**src/rtl/datapath_mc.sv**
```systemverilog
// datapath_mc: multi-register accumulator datapath.
// Holds NREG accumulators of WIDTH bits; each operation updates
// acc[SEL] <= acc[SEL] OPR B. Single-cycle ALU ops complete on the accept
// edge; SHL (n>0) and MUL iterate one bit per clock.
//
// Ports:
//   clock  - system clock, rising edge
//   reset  - asynchronous, active-high; clears all state
//   start  - operation request, sampled only while idle
//   SEL    - target accumulator index, also read index for A
//   OPR    - operation code (ADD SUB AND OR XOR LOAD SHL MUL)
//   B      - second operand
//   A      - acc[SEL], combinational read
//   FLAGS  - {C,V,N,Z} of the last completed operation
//   busy   - high while a multi-cycle op is in progress
//   done   - one-cycle pulse, first cycle the new value is visible
//
// state   | meaning
// --------+---------------------------------------------------------
// S_IDLE  | waiting for start; single-cycle ops write back here
// S_SHIFT | shifting working reg left one bit per clock
// S_MULT  | radix-2 shift-add multiply, one multiplier bit per clock

module datapath_mc #(
  parameter int WIDTH = 8,
  parameter int NREG  = 4,
  parameter int SELW  = 2
) (
  input  logic             clock,
  input  logic             reset,
  input  logic             start,
  input  logic [SELW-1:0]  SEL,
  input  logic [2:0]       OPR,
  input  logic [WIDTH-1:0] B,
  output logic [WIDTH-1:0] A,
  output logic [3:0]       FLAGS,
  output logic             busy,
  output logic             done
);

  localparam int NW = $clog2(WIDTH);
  localparam int CW = NW + 1;
  localparam int M  = WIDTH - 1;

  localparam logic [2:0] OP_ADD  = 3'b000;
  localparam logic [2:0] OP_SUB  = 3'b001;
  localparam logic [2:0] OP_AND  = 3'b010;
  localparam logic [2:0] OP_OR   = 3'b011;
  localparam logic [2:0] OP_XOR  = 3'b100;
  localparam logic [2:0] OP_LOAD = 3'b101;
  localparam logic [2:0] OP_SHL  = 3'b110;
  localparam logic [2:0] OP_MUL  = 3'b111;

  typedef enum logic [1:0] {S_IDLE, S_SHIFT, S_MULT} state_t;

  state_t state, state_nxt;

  logic [WIDTH-1:0]   acc [NREG];
  logic [3:0]         flags_q;
  logic               done_q;
  logic [SELW-1:0]    w_sel;
  logic [WIDTH-1:0]   w_val;
  logic [2*WIDTH-1:0] prod;
  logic [CW-1:0]      count;

  logic [WIDTH-1:0]   a_cur;
  logic [NW-1:0]      shl_n;
  logic [WIDTH:0]     sum_ext;
  logic [WIDTH-1:0]   diff;
  logic [WIDTH-1:0]   alu_res;
  logic               alu_c;
  logic               alu_v;
  logic [WIDTH:0]     mul_add;
  logic [2*WIDTH-1:0] prod_nxt;
  logic [WIDTH-1:0]   shift_nxt;
  logic               last;
  logic               one_cycle;

  logic               wr_en;
  logic [SELW-1:0]    wr_sel;
  logic [WIDTH-1:0]   wr_val;
  logic               wr_c;
  logic               wr_v;
  logic [3:0]         wr_flags;

  assign a_cur     = acc[SEL];
  assign A         = a_cur;
  assign FLAGS     = flags_q;
  assign done      = done_q;
  assign shl_n     = B[NW-1:0];
  assign sum_ext   = {1'b0, a_cur} + {1'b0, B};
  assign diff      = a_cur - B;
  assign last      = (count == CW'(1));
  assign shift_nxt = {w_val[M-1:0], 1'b0};
  // Low half of prod starts as the multiplier and is consumed LSB first;
  // the high half accumulates the partial product.
  assign mul_add   = {1'b0, prod[2*WIDTH-1:WIDTH]} + (prod[0] ? {1'b0, w_val} : '0);
  assign prod_nxt  = {mul_add, prod[WIDTH-1:1]};
  // SHL with n=0 is just a flag update on the unchanged value.
  assign one_cycle = (OPR != OP_MUL) && !((OPR == OP_SHL) && (shl_n != '0));
  assign wr_flags  = {wr_c, wr_v, wr_val[M], (wr_val == '0)};

  always_comb begin
    alu_res = a_cur;
    alu_c   = 1'b0;
    alu_v   = 1'b0;
    case (OPR)
      OP_ADD: begin
        alu_res = sum_ext[M:0];
        alu_c   = sum_ext[WIDTH];
        alu_v   = (a_cur[M] == B[M]) && (alu_res[M] != a_cur[M]);
      end
      OP_SUB: begin
        alu_res = diff;
        alu_c   = (a_cur < B);
        alu_v   = (a_cur[M] != B[M]) && (alu_res[M] != a_cur[M]);
      end
      OP_AND:  alu_res = a_cur & B;
      OP_OR:   alu_res = a_cur | B;
      OP_XOR:  alu_res = a_cur ^ B;
      OP_LOAD: alu_res = B;
      default: alu_res = a_cur;
    endcase
  end

  always_ff @(posedge clock or posedge reset) begin
    if (reset) state <= S_IDLE;
    else       state <= state_nxt;
  end

  always_comb begin
    state_nxt = state;
    case (state)
      S_IDLE: begin
        if (start && !one_cycle) begin
          if (OPR == OP_MUL) state_nxt = S_MULT;
          else               state_nxt = S_SHIFT;
        end
      end
      S_SHIFT: if (last) state_nxt = S_IDLE;
      S_MULT:  if (last) state_nxt = S_IDLE;
      default: state_nxt = S_IDLE;
    endcase
  end

  always_comb begin
    busy   = 1'b0;
    wr_en  = 1'b0;
    wr_sel = SEL;
    wr_val = alu_res;
    wr_c   = alu_c;
    wr_v   = alu_v;
    case (state)
      S_IDLE: begin
        wr_en = start && one_cycle;
      end
      S_SHIFT: begin
        busy   = 1'b1;
        wr_en  = last;
        wr_sel = w_sel;
        wr_val = shift_nxt;
        wr_c   = w_val[M];
        wr_v   = 1'b0;
      end
      S_MULT: begin
        busy   = 1'b1;
        wr_en  = last;
        wr_sel = w_sel;
        wr_val = prod_nxt[WIDTH-1:0];
        wr_c   = |prod_nxt[2*WIDTH-1:WIDTH];
        wr_v   = |prod_nxt[2*WIDTH-1:WIDTH];
      end
      default: busy = 1'b0;
    endcase
  end

  always_ff @(posedge clock or posedge reset) begin
    if (reset) begin
      for (int i = 0; i < NREG; i++) acc[i] <= '0;
      flags_q <= '0;
      done_q  <= 1'b0;
      w_sel   <= '0;
      w_val   <= '0;
      prod    <= '0;
      count   <= '0;
    end else begin
      done_q <= wr_en;
      if (wr_en) begin
        acc[wr_sel] <= wr_val;
        flags_q     <= wr_flags;
      end
      case (state)
        S_IDLE: begin
          if (start) begin
            w_sel <= SEL;
            w_val <= a_cur;
            prod  <= {{WIDTH{1'b0}}, B};
            count <= (OPR == OP_MUL) ? CW'(WIDTH) : {1'b0, shl_n};
          end
        end
        S_SHIFT: begin
          w_val <= shift_nxt;
          count <= count - CW'(1);
        end
        S_MULT: begin
          prod  <= prod_nxt;
          count <= count - CW'(1);
        end
        default: count <= '0;
      endcase
    end
  end

endmodule

```
**config.mk**
```make
export PLATFORM = sky130hd
export DESIGN_NAME = datapath_mc
export DESIGN_NICKNAME = d
export VERILOG_FILES = /design/src/rtl/datapath_mc.sv
export SDC_FILE = /design/constraint.sdc
export NUM_CORES = 1
export LEC_CHECK = 0
export CORE_MARGIN = 2
export CORE_UTILIZATION = 55
export CTS_BUF_LIST = sky130_fd_sc_hd__clkbuf_4
export DETAILED_ROUTE_END_ITERATION = 12
export MAX_ROUTING_LAYER = met4
export PLACE_DENSITY = 0.85
export SLEW_MARGIN = 0
export SYNTH_ARGS = -nofsm -noshare
export SYNTH_HDL_FRONTEND = slang
export SYNTH_SLANG_ARGS = --single-unit
```
**constraint.sdc**
```tcl
create_clock -name clock -period 4.15 [get_ports clock]
set_clock_uncertainty 0.2 [all_clocks]
set_input_delay 0.83 -clock clock [delete_from_list [all_inputs] [get_ports clock]]
set_output_delay 0.83 -clock clock [all_outputs]
set_load 0.005 [all_outputs]
```
* After elaboration in Yosys (flattened, before gate mapping)
Index checks and enable logic that the tools add are counted.
** Storage, ports and cells
- Latch bits :: 0
- Logic and storage cells :: 90
- Bits in registers :: 69
- Output and inout port bits :: 14
- Memories :: 0
- Input bits :: 16
- ROM bits :: 0
- Memory bits (writable) :: 0
** Operators by class
- Reduce and logical (&&, ||, !) cells :: 21
- Shifts and indexed selects :: 0
- Divide/modulo/power cells :: 0
- $lt $le $gt $ge :: 4
- Equality and inequality tests :: 18
- Bitwise logic cells :: 5
- $add $sub $neg :: 4
- $mul :: 0
- Muxes and demuxes :: 27
** Operators with widths (number)
- $pmux 8 s6 :: 1
- $mux 8 :: 5
- $bwmux 32 :: 1
- $pmux 16 s2 :: 1
- $pmux 8 s2 :: 2
- $add 8x8->9 :: 2
- $bmux 8 s2 :: 1
- $demux 8 s2 :: 1
- $mux 16 :: 1
- $eq 3x3->1 const B :: 4
- $pmux 1 s2 :: 5
- $and 8x8->8 :: 1
- $logic_not 8->1 :: 1
- $lt 8x8->1 :: 1
- $mux 2 :: 4
- $mux 4 :: 2
- $or 8x8->8 :: 1
- $pmux 4 s2 :: 1
- $reduce_and 2->1 :: 4
- $reduce_or 8->1 :: 1
- $sub 8x8->8 :: 1
- $xor 8x8->8 :: 1
- $logic_and 1x1->1 :: 7
- $eq 3x2->1 const B :: 2
- 21 further kinds :: 28

* Depth between registers and ports, before layout
- Depth after elaboration :: 9
- Depth in mapped cells :: 13
- Gate-level depth less buffers :: 12

* Worst setup path after synthesis
Ideal clock, no wire load.
- Path type :: input port to flip-flop
- Start :: in SEL[0]
- End :: reg flags_q[0] (netlist: FLAGS[0])
- Stages on the path :: 12
- Library setup time :: 0.104 ns
- Buffers on the path :: 1
- Arrival :: 3.784 ns
- Setup slack :: 0.062 ns
- Data required time :: 3.846 ns
- Cells stage by stage :: buf_6 -> mux4_2 -> inv_1 -> ha_1 -> inv_1 -> fa_1 -> mux4_2 -> o22ai_1 -> a21oi_1 -> or3_1 -> or4_1 -> o41ai_2
** On the way
- Longest elaborated chain between the ends :: 8
- Elaborated cells between the ends (all ways) :: 12
- Classes of those cells :: add/sub: 2; mux: 5; bitwise: 4; reduce/logical: 1
** Ends and longest elaborated chain
- start, declared :: line 32 : input logic [SELW-1:0] SEL,
- $not 2->3 (not written as such) * :: line 86 : assign a_cur = acc[SEL];
- $bmux 8 s2 * :: line 86
- $mux 8 (not written as such) * (2 in a row) :: line 86
- net A[0] :: line 35 : output logic [WIDTH-1:0] A,
- $sub 8x8->8, or another cell as far along :: line 92 : assign diff = a_cur - B;
- $pmux 8 s6 * :: line 107 : case (OPR)
- $pmux 8 s2 * :: line 153 : case (state)
- $logic_not 8->1 * :: line 101 : assign wr_flags = {wr_c, wr_v, wr_val[M], (wr_val == '0)};
- end signal, assigned :: line 190 : flags_q <= wr_flags;
- end, declared :: line 59 : logic [3:0] flags_q;
Mark *: on every way through the listed nets, which the timed path passes. The rest lies on a longest branch. The select of a mux whose other input is x is not followed.
A chain may end at the register's enable or synchronous reset.

* Worst setup path after layout
- Start :: in SEL[1]
- End :: reg flags_q[0] (netlist: FLAGS[0])
** On the way
- Longest elaborated chain between the ends :: 8
- Elaborated cells between the ends (all ways) :: 12
- Classes of those cells :: add/sub: 2; mux: 5; bitwise: 4; reduce/logical: 1
** Ends and longest elaborated chain (line)
- $not 2->3 (not written as such) * :: 86
- $bmux 8 s2 * :: 86
- $mux 8 (not written as such) * (2 in a row) :: 86
- $sub 8x8->8, or another cell as far along :: 92
- $pmux 8 s6 * :: 107
- $pmux 8 s2 * :: 153
- $logic_not 8->1 * :: 101
Every way passes the cells marked *; elsewhere a longest branch is shown, timed or not. The select of a mux whose other input is x is not followed.

==> flow_metrics.py <==
metrics = {
    "sta": {
        "fin_crit_ns": 3.97,
        "max_slew_margin": 0.230,
        "period_share": 0.957,
        "slew_violations": 0,
        "hold_viol_final": 0,
        "fin_hold_ws_ns": 0.314,
        "setup_viol": 0,
        "rsz0062_at_grt": "false",
        "tightest_slew_ns": 1.15,
        "timing.fmax_ghz": 0.252,
    },
    "synthesis": {
        "synth_top_area_frac": 0.342,
        "syn-instance-count": 534,
        "synth-async-reset-ratio": 1.00,
        "syn-cell-area_um2": 5050,
        "yosysUniqueCellTypes": 58,
        "ys_warn_count": 0,
        "synth_nets": 595,
        "yosysMostFrequentCell": "dfrtp_1",
        "ys_top_cells_by_count": "dfrtp_1, nand2_1, ha_1, inv_1",
        "ys_top_cells_by_area": "dfrtp_1, ha_1, mux2_2",
        "syn_avg_cell_area_um2": 9.46,
        "synth_largest_area_cell": "dfrtp_1",
        "synth_edf_count": 0,
        "ys_seq_area_frac": 0.342,
        "synth_flop_cell": "dfrtp_1",
        "ys_seq_elements": 69,
    },
    "hold_path": {
        "worstHoldPathType": "flip-flop to flip-flop",
        "worstHoldPathCells": 2,
    },
    "finish": {
        "synthToLayoutAreaGrowth_pct": 20.6,
        "seq_area_um2": 1730,
        "multi_input_area_um2": 3080,
        "antenna_cells": 0,
        "final_area_um2": 6090,
        "fill_cells": 677,
        "layout.nets": 686,
        "drive_gt1_frac": 0.225,
        "stdcell_count": 738,
    },
    "placement": {
        "place_area_um2": 5920,
        "gp_congestion": 0.965,
        "place_inst": 720,
        "hpwl_mm": 10.7,
        "numPortBuffers": 29,
    },
    "clocking": {
        "cts.sinks": 69,
        "cts_tree": "yes",
        "cts_max_level": 3,
        "clk_pin_slew_worst_paths_ns": 0.15,
        "cts_buffers": 9,
        "clock_path_buffers": 2,
        "clock_latency_ns": 0.45,
        "root_buffer": "clkbuf_4",
    },
    "setup_path": {
        "crit_chain": "clkdlybuf4s50_1 -> buf_4 -> mux4_2 -> inv_1 -> ha_1 -> buf_4 -> a21oi_1 -> nand2_1 -> a21boi_0 -> and3_1 -> nor3_1 -> or4_1 -> o41ai_2",
        "crit_path_end_kind": "flip-flop",
        "crit_top_cell": "buf_4",
        "crit_path_top_delay_cell": "or4_1",
        "cp_max_fo": 11,
        "critPathKind": "input port to flip-flop",
        "arrival_ns": 4.13,
        "start_kind": "input port",
        "critical_path_required_ns": 4.31,
        "r2r_cells": 11,
        "slowest_delay_ns": 0.56,
    },
    "power": {
        "clkPwrFrac": 0.103,
        "combPwrFrac": 0.637,
        "p_int_uw": 2530,
        "vdd_ir_drop_max_mv": 0.451,
        "leakage_uw": 0.00283,
        "p_seq_frac": 0.260,
        "switching_power_uw": 2020,
        "total_power_uw": 4550,
        "p_per_area_nw_per_um2": 747,
        "switching_share": 0.444,
    },
    "global_route": {
        "first_global_vias": 4624,
        "gr-total-overflow": 0,
        "grt_start_max_net_pins": 51,
        "grtUsageTotal": 0.304,
        "grt_pass1_wl_mm": 23.1,
        "antenna_found_initial": 0,
    },
    "floorplanning": {
        "die-area_um2": 9970,
        "dieWidth_um": 99.8,
        "coreArea_um2": 8810,
        "rows": 34,
        "ios": 30,
        "start_util": 0.574,
        "fp.dieH_um": 99.8,
    },
    "route": {
        "first_pass_iters": 5,
        "route.detailed.wl_per_inst_um": 19.3,
        "post-route-drc-count": 0,
        "vias": 4675,
        "wl_mm": 14.3,
        "via_per_inst": 6.33,
        "drt_iter0_markers": 405,
        "drtAntennaViolNets": 0,
    },
    "flow_run": {
        "cap_violations": 0,
    },
    "run_status": {
        "outcome": "finished, final reports clean",
    },
}
[placed cells by master (no fill, tap or decap), types with 18 or more instances in the layout]
cell type | synthesis | final
buf_4 | 0 | 75
dfrtp_1 | 69 | 69
nand2_1 | 48 | 48
ha_1 | 42 | 42
inv_1 | 39 | 37
o21ai_0 | 37 | 37
mux2_2 | 37 | 37
nor2_1 | 35 | 35
clkdlybuf4s50_1 | 0 | 28
a21oi_1 | 25 | 25
mux2i_1 | 18 | 18
[critical path: cells and delay by family]
kind	cells	cell delay (ns)
AND/OR/NAND/NOR	4	0.96
AO/OA/AOI/OAI	3	0.69
buffers and inverters	4	0.97
adder cells (fa/ha/maj)	1	0.29
multiplexers	1	0.38
[worst paths after layout]
check | start | endpoint | slack (ns)
max reg2reg | acc[0]$_DFFE_PP0P_ | FLAGS[0]$_DFFE_PP0P_ | 0.54
min reg2reg | prod[8]$_DFFE_PP0P_ | prod[8]$_DFFE_PP0P_ | 0.31
min | prod[8]$_DFFE_PP0P_ | prod[8]$_DFFE_PP0P_ | 0.31
min in group asynchronous | reset | prod[1]$_DFFE_PP0P_ | 0.75
max in group asynchronous | reset | acc[3]$_DFFE_PP0P_ | 2.20
max | SEL[1] | FLAGS[0]$_DFFE_PP0P_ | 0.18
[state kept, by name, indices dropped and copies added, names as in the netlist]
register / cells
count: 4
done: 1
prod: 16
acc: 32
w_sel: 2
w_val: 8
FLAGS: 4
state: 2
[cell type report]
| cell class | instances | area share |
|---|---|---|
| Clock buffer | 10 | 0.0123 |
| Clock inverter | 6 | 0.0105 |
| Inverter | 40 | 0.0246 |
| Multi-Input combinational cell | 400 | 0.505 |
| Sequential cell | 69 | 0.283 |
| Tap cell | 108 | 0.0222 |
| Timing Repair Buffer | 105 | 0.142 |
[what timing repair did]
item,CTS,global route
setup endpoints to repair,10,13
hold buffers,0,0
resized for setup,4,2
hold endpoints to repair,0,0
setup buffers,1,1
gates cloned,0,0
[through the flow]
step	util	setup WS, ns	setup TNS, ns
floorplan	-	0.0623	0
global placement	0.673	-0.461	-7.57
detailed placement	0.673	-0.594	-9.50
CTS	0.690	0.00437	0
global route	0.692	0.0493	0
finish	0.692	0.179	0
[power by group through the flow]
stage / clock (µW) / combinational [µW] / sequential, µW
after floorplan: 0 / 1720 / 1120
after global placement: 0 / 2710 / 1160
after detailed placement: 0 / 2800 / 1190
after CTS: 472 / 2840 / 1180
after global routing: 489 / 3130 / 1220
final: 469 / 2900 / 1180
[cell families (layout without fill, tap and decap cells)]
| family | count (synthesis) | in the layout | share of synthesized area |
|---|---|---|---|
| compound gates | 145 | 145 | 0.192 |
| xor+xnor | 12 | 12 | 0.0208 |
| fa+ha+maj | 45 | 45 | 0.116 |
| buf+inv | 65 | 161 | 0.0513 |
| flops | 69 | 69 | 0.342 |
| mux | 63 | 63 | 0.155 |
| simple gates | 135 | 135 | 0.123 |
[per-layer routing]
layer / wire length [µm] / track usage
met1: 5730 / 0.380
met2: 7040 / 0.504
met4: 454 / 0.120
met5: 0 / -
met3: 1040 / 0.0383
(Power assumes the default switching activity.)
